===== src/rtl/inv_pipe.sv =====
// inv_pipe: registered invert/pass/XOR-mask stage with DEPTH pipeline
// registers, valid/ready flow control and a wrapping delivered-word counter.
// The transform is applied when a word is accepted. The stages only store
// and forward the result.
module inv_pipe #(
  parameter int unsigned WIDTH = 8,
  parameter int unsigned DEPTH = 2,
  parameter int unsigned CNT_W = 16
) (
  input  logic             clk,
  input  logic             rst,
  input  logic [WIDTH-1:0] a,
  input  logic             a_valid,
  output logic             a_ready,
  input  logic [1:0]       mode,
  input  logic [WIDTH-1:0] mask,
  output logic [WIDTH-1:0] y,
  output logic             y_valid,
  input  logic             y_ready,
  output logic [CNT_W-1:0] xfer_cnt
);

  typedef enum logic [1:0] {
    MODE_INV  = 2'd0,
    MODE_PASS = 2'd1,
    MODE_XOR  = 2'd2,
    MODE_RSVD = 2'd3
  } mode_e;

  logic [WIDTH-1:0] d [DEPTH];
  logic [DEPTH-1:0] v;
  logic [DEPTH-1:0] r;
  logic [WIDTH-1:0] fa;

  // Word transform applied at acceptance; the reserved code behaves as invert
  always_comb begin
    case (mode_e'(mode))
      MODE_PASS: fa = a;
      MODE_XOR:  fa = a ^ mask;
      default:   fa = ~a;
    endcase
  end

  // Stage k may load when it or any stage downstream of it is empty, or when
  // the consumer takes y. This is the unrolled form of the ready chain
  // r[k] = ~v[k] | r[k+1]. It avoids a self-referencing combinational vector.
  always_comb begin
    r = '0;
    for (int unsigned k = 0; k < DEPTH; k++) begin
      r[k] = y_ready;
      for (int unsigned j = k; j < DEPTH; j++) begin
        if (!v[j]) r[k] = 1'b1;
      end
    end
  end

  assign a_ready = r[0];
  assign y       = d[DEPTH-1];
  assign y_valid = v[DEPTH-1];

  // Pipeline stages: a ready stage loads from upstream, otherwise it holds
  always_ff @(posedge clk) begin
    if (rst) begin
      v <= '0;
      for (int unsigned k = 0; k < DEPTH; k++) d[k] <= '0;
    end else begin
      if (r[0]) begin
        d[0] <= fa;
        v[0] <= a_valid;
      end
      for (int unsigned k = 1; k < DEPTH; k++) begin
        if (r[k]) begin
          d[k] <= d[k-1];
          v[k] <= v[k-1];
        end
      end
    end
  end

  // Delivered-word counter, wraps naturally at 2^CNT_W
  always_ff @(posedge clk) begin
    if (rst) xfer_cnt <= '0;
    else if (y_valid && y_ready) xfer_cnt <= xfer_cnt + 1'b1;
  end

endmodule

===== config.mk =====
export PLATFORM = sky130hd
export DESIGN_NAME = inv_pipe
export DESIGN_NICKNAME = d
export VERILOG_FILES = /design/src/rtl/inv_pipe.sv
export SDC_FILE = /design/constraint.sdc
export NUM_CORES = 1
export LEC_CHECK = 0
export BUFFER_PORTS_ARGS = -buffer_cell sky130_fd_sc_hd__buf_2
export CAP_MARGIN = 20
export CORE_UTILIZATION = 45
export CTS_CLUSTER_DIAMETER = 30
export DETAILED_ROUTE_END_ITERATION = 6
export HOLD_SLACK_MARGIN = 0.1
export PLACE_DENSITY = 0.79
export SLEW_MARGIN = 20
export SYNTH_ARGS = -nofsm -noshare
export SYNTH_HDL_FRONTEND = slang
export SYNTH_SLANG_ARGS = --single-unit

===== constraint.sdc =====
create_clock -name clk -period 1.7 [get_ports clk]
set_input_delay 0.17 -clock clk [delete_from_list [all_inputs] [get_ports clk]]
set_output_delay 0.17 -clock clk [all_outputs]
set_load 0.005 [all_outputs]

==> results.toml, run 1 <==
[global_route]
grtUsageTotal_pct = 18.6
top_usage_layer = "met2"
grt_max_degree = 14
grt_pass1_vias = 1288
grt_pass1_wl_um = 5850
grt_use_met1_pct = 23.9
met3_usage_pct = 5.36
overflow = 0
met2_usage_pct = 29.0
antenna_found_initial = 0

[critical_path]
critical_path.endpoint_type = "flip-flop"
worstPathMaxFanout = 8
startpoint_type = "flip-flop"
worst_r2r_path_depth = 4
critPathMaxStageDelay_ns = 0.53
crit_chain = "ha_1, nand3_2, or4_1, a21oi_1"
slowest_stage = "or4_1"
regToRegSetupSlack_ns = 0.14
cp_data_required_time_ns = 1.92
worstSetupPathType = "reg2reg"
worstPathArrival_ns = 1.78

[place]
dp.cells = 273
gp_congestion = 0.886
port_buffers = 47
post_dp_cell_area_mm2 = 0.00200
hpwl_um = 2540

[cts]
cts_buffers = 5
clkSinkCount = 34
cts_root_buf = "clkbuf_8"
hold_buffers = 0
post_cts_resized = 0
cts_tree = "yes"
h-tree-depth = 2
cts.clk_slew.worst_paths_ns = 0.07
clockBufferDepth = 2
postCtsSetupBuffers = 0
clk_latency_ns = 0.29

[drt]
ant_nets = 0
drc = 0
vias = 1399
dr.pass1.iters = 5
dr.first_iter.drc_count = 37
drt_wl_total_um = 3330
wl_per_cell_um = 11.9
vias_per_cell = 4.98

[power_and_ir_drop]
ir_worst_vdd_uv = 398
switching_power_uw = 377
powerDensity_mw_per_mm2 = 830
pwr-share-comb_pct = 9.2
p_clk_share_pct = 39.3
p_seq_share_pct = 51.5
p_int_uw = 1380
switching_share_pct = 21.5
power_uw = 1750
power_leakage_uw = 0.000892

[synthesis]
synthFlopType = "dfxtp_1"
yosysTopAreaCellShare_pct = 27.6
netlist_top_cells_area = "edfxtp_1 (28%), dfxtp_1 (21%), xnor2_1 (4.5%)"
syn_nets = 210
ys_warn_count = 0
synth_cells = 185
synth_edf_count = 16
syn_area_mm2 = 0.00174
synthArstFlopShare_pct = 0
synth_top_area_cell = "edfxtp_1"
synth_cell_type_count = 32
ys_seq_area_share_pct = 48.2
syn_avg_cell_area_um2 = 9.42
ys_ff_latch = 34

[final_layout]
nFillCells = 347
area_growth_syn_to_layout_pct = 21.3
final_core_util_pct = 57.3
fin_nets = 257
final_common_cell = "buf_2"
drive_gt1_share_pct = 29.6
fin_area_mm2 = 0.00211
n_antenna_cell = 0
stdcell_count = 281
layout_common_cells = "buf_2 (47), dfxtp_1 (18), nor2_1 (16), edfxtp_1 (16)"

[floorplan]
fp.dieW_um = 64.2
ios = 48
initial_utilization_pct = 47.3
die_h_um = 64.2
fp.dieArea_mm2 = 0.00413
core_area_mm2 = 0.00369
num_rows = 22

[timing]
period_share_pct = 92.0
relSlewSlack_pct = 72.1
max_freq_mhz = 640
setup_viol = 0
worst_clock_skew_ns = 0.00724
hold_violations = 0
slew_violations = 0
min_period_ns = 1.56
tns_ns = 0
tightest_slew_ns = 0.419
grt_setup_unrepaired = "false"

[hold_path]
hp-class = "in2reg"
min_path_cells = 3

[job]
drv_cap = 0

[status]
outcome = "finished clean"
-- through the flow --
| step | setup slack, ns | hold WS, ns |
|---|---|---|
| floorplan | 0.229 | 0.287 |
| global placement | 0.230 | 0.395 |
| detailed placement | 0.163 | 0.414 |
| CTS | 0.147 | 0.116 |
| global route | 0.00591 | 0.123 |
| finish | 0.137 | 0.116 |
-- flip-flops by register name (all words and copies together) (netlist names) --
name,flops
d,16
xfer_cnt,16
v,2
-- final timing paths --
check,startpoint,end
setup / recovery,xfer_cnt[1],xfer_cnt[14]
hold / removal,a_valid,v[0]
setup reg to reg,xfer_cnt[1],xfer_cnt[14]
hold reg to reg,v[0],v[1]
-- cell type report --
| type | count | area [um2] | share of cell area (%) |
|---|---|---|---|
| flip-flops and latches | 34 | 841 | 39.8 |
| multi-input cells | 133 | 805 | 38.0 |
| repair buffers | 53 | 280 | 13.3 |
| clock buffers | 8 | 110 | 5.21 |
| well taps | 48 | 60.1 | 2.84 |
| inverters | 5 | 18.8 | 0.888 |
-- Yosys cell counts, types with 4 or more instances --
| cell | n |
|---|---|
| dfxtp_1 | 18 |
| edfxtp_1 | 16 |
| nor2_1 | 16 |
| nand2_1 | 15 |
| o21ai_0 | 15 |
| a21oi_1 | 13 |
| nor2b_1 | 10 |
| and2_1 | 9 |
| xnor2_1 | 9 |
| buf_4 | 8 |
| nor3b_1 | 7 |
| nor3_1 | 6 |
| clkbuf_1 | 5 |
| inv_1 | 5 |
| nand3_1 | 4 |
| nor4_1 | 4 |
-- cell families after synthesis --
logic type      Yosys count  share of synthesized area [%]
flops                    34                           48.2
compound gates           31                           9.33
mux                       2                           1.29
simple gates             86                           27.9
xor+xnor                 11                           5.53
buf+inv                  18                           5.60
fa+ha+maj                 3                           2.15
-- power groups by stage --
stage               logic, uW  registers (uW)  clock network (uW)
detailed placement        162             922                   0
finish                    162             903                 689
CTS                       163             904                 706
global placement          156             919                   0
global route              184             907                 754
floorplan                 103             920                   0
-- critical path, delay by kind of cell, from the launching register on --
family / cells / cell delay, ns
AND/OR/NAND/NOR: 2 / 0.70
adder cells (fa/ha/maj): 1 / 0.22
AO/OA/AOI/OAI: 1 / 0.16
flip-flops: 1 / 0.42
-- metal layers --
metal	share of wire (%)	vias up	wire, um
li1	-	730	-
met1	48	622	1590
met2	46	40	1520
met3	4.9	7	163
met4	1.7	0	58
met5	0	-	0
(Power assumes the default switching activity.)
==> run 2: changes to the inputs <==
==> constraint.sdc (replaced) <==
create_clock -name clk -period 1.63 [get_ports clk]
set_input_delay 0.326 -clock clk [delete_from_list [all_inputs] [get_ports clk]]
set_output_delay 0.326 -clock clk [all_outputs]
set_load 0.005 [all_outputs]
==> run 2 against run 1 <==
Effect of this change: wire length increased by 1.1%; sequential power increased by 4.3%; cell count increased by 2.8%; die area unchanged; register-to-register slack got worse by 0.04 ns; sequential cell count unchanged; clock-buffer cell count decreased by 1; core utilization increased by 1.3 points; global-route usage decreased by 1.1 points.
==> results.toml, run 2 (synthesized netlist as in run 1, its figures left out) <==
[timing]
period_share_pct = 93.8
slew_violations = 0
fin_hold_ws_ns = 0.292
grt_setup_unrepaired = "false"
relSlewSlack_pct = 74.6
tns_ns = 0
layout_setup_ws_ns = 0.101
worst_clock_skew_ns = 0.00609
max_freq_mhz = 654
tightest_slew_ns = 0.378
hold_violations = 0
min_period_ns = 1.53
setup_viol = 0

[drt]
vias = 1441
dr.first_iter.drc_count = 47
dr.pass1.iters = 4
drc = 0
wl_per_cell_um = 11.6
drt_wl_total_um = 3370
ant_nets = 0
vias_per_cell = 4.99

[critical_path]
startpoint_type = "flip-flop"
crit_chain = "and4_4, nand4_2, nor4_1, mux2_2"
regToRegSetupSlack_ns = 0.10
worstPathArrival_ns = 1.71
worstSetupPathType = "reg2reg"
reg2reg_to = "xfer_cnt[15]"
r2r-start = "xfer_cnt[11]"
worst_r2r_path_depth = 4
critPathMaxStageDelay_ns = 0.38
worstPathMaxFanout = 3
path_delay_family = "simple AND/OR/NAND/NOR gates"
cp_data_required_time_ns = 1.81
slowest_stage = "mux2_2"
worst-path-buf-inv = 0
critical_path.endpoint_type = "flip-flop"

[floorplan]
num_rows = 22
fp.dieW_um = 64.2
initial_utilization_pct = 47.3
die_h_um = 64.2
ios = 48
fp.dieArea_mm2 = 0.00413
core_area_mm2 = 0.00369

[final_layout]
drive_gt1_share_pct = 32.4
nFillCells = 321
regArea_um2 = 842
layout_common_cells = "buf_2 (47), dfxtp_1 (17), nor2_1 (16), edfxtp_1 (16)"
area_growth_syn_to_layout_pct = 24.1
n_antenna_cell = 0
fin_nets = 265
top_regs = "d x16, xfer_cnt x16, v x2"
multi_input_area_um2 = 811
final_common_cell = "buf_2"

[hold_path]
min-delay-start = "a_valid"
hold-path-endpoint = "v[0]"
min_path_cells = 3
hp-class = "in2reg"

[global_route]
grt_pass1_vias = 1316
grt_pass1_wl_um = 5550
antenna_found_initial = 0
grtUsageTotal_pct = 17.5
grt_max_degree = 17
overflow = 0

[place]
dpl_worst_slack_ns = 0.0788
gp_congestion = 0.803
port_buffers = 47
hpwl_um = 2530

[cts]
cts_buffers = 5
cts_root_buf = "clkbuf_8"
clkSinkCount = 34
clk_latency_ns = 0.28
clockBufferDepth = 2
cts.clk_slew.worst_paths_ns = 0.07
cts_tree = "yes"
postCtsSetupBuffers = 0
h-tree-depth = 2

[power_and_ir_drop]
powerDensity_mw_per_mm2 = 801
power_leakage_uw = 0.000925
power_uw = 1730
ir_worst_vdd_uv = 493

[status]
outcome = "finished clean"

[job]
drv_cap = 0
-- run 2: layout make-up --
cell class                 instances  share of cell area, %
clock buffer                       7                   3.99
timing repair buffer              61                   15.7
sequential                        34                   38.9
inverter                           5                  0.868
multi-input combinational        133                   37.5
clock inverter                     1                  0.231
tap                               48                   2.78
-- run 2: worst max path at each step --
stage	startpoint	end	depth (start not counted)
3_3_place_gp	mode[0]	d[0][7]	7
3_5_place_dp	mode[0]	d[0][7]	7
4_1_cts	xfer_cnt[1]	xfer_cnt[14]	4
6_report	xfer_cnt[11]	xfer_cnt[15]	4
2_1_floorplan	mode[0]	d[0][6]	7
5_1_grt	xfer_cnt[11]	xfer_cnt[15]	4
-- run 2: repair_timing --
action	CTS	global route
endpoints found under the setup margin	0	2
hold buffers	0	0
gates resized for setup	0	2
-- run 2: where the power goes --
| part | total [uW] | internal, uW | leakage [uW] | switching, uW |
|---|---|---|---|---|
| Clock | 627 | 340 | 0.0000482 | 287 |
| Combinational | 163 | 76.4 | 0.000543 | 86.4 |
| Sequential | 942 | 931 | 0.000334 | 10.8 |
| Total | 1730 | 1350 | 0.000925 | 384 |
-- run 2: worst register-to-register path, cell delays in order (launching register included) --
cell	delay, ns
dfxtp_1	0.37
and4_4	0.25
nand4_2	0.11
nor4_1	0.31
mux2_2	0.38
-- run 2: per-layer routing --
metal | wire, um | part of all wire (%) | vias up | track usage [%]
li1 | - | - | 749 | -
met4 | 62 | 1.8 | 0 | 8.33
met1 | 1680 | 50 | 646 | 23.4
met3 | 154 | 4.6 | 6 | 3.93
met2 | 1470 | 44 | 40 | 26.6
met5 | 0 | 0 | - | 0
-- run 2: through the flow --
step / area (um2) / util [%] / instances
final: 2160 / 58.6 / 289
after global routing: 2160 / 58.6 / 289
after global placement: 2060 / 56.0 / 281
after CTS: 2160 / 58.4 / 289
after floorplan: 1740 / - / 185
after detailed placement: 2060 / 56.0 / 281
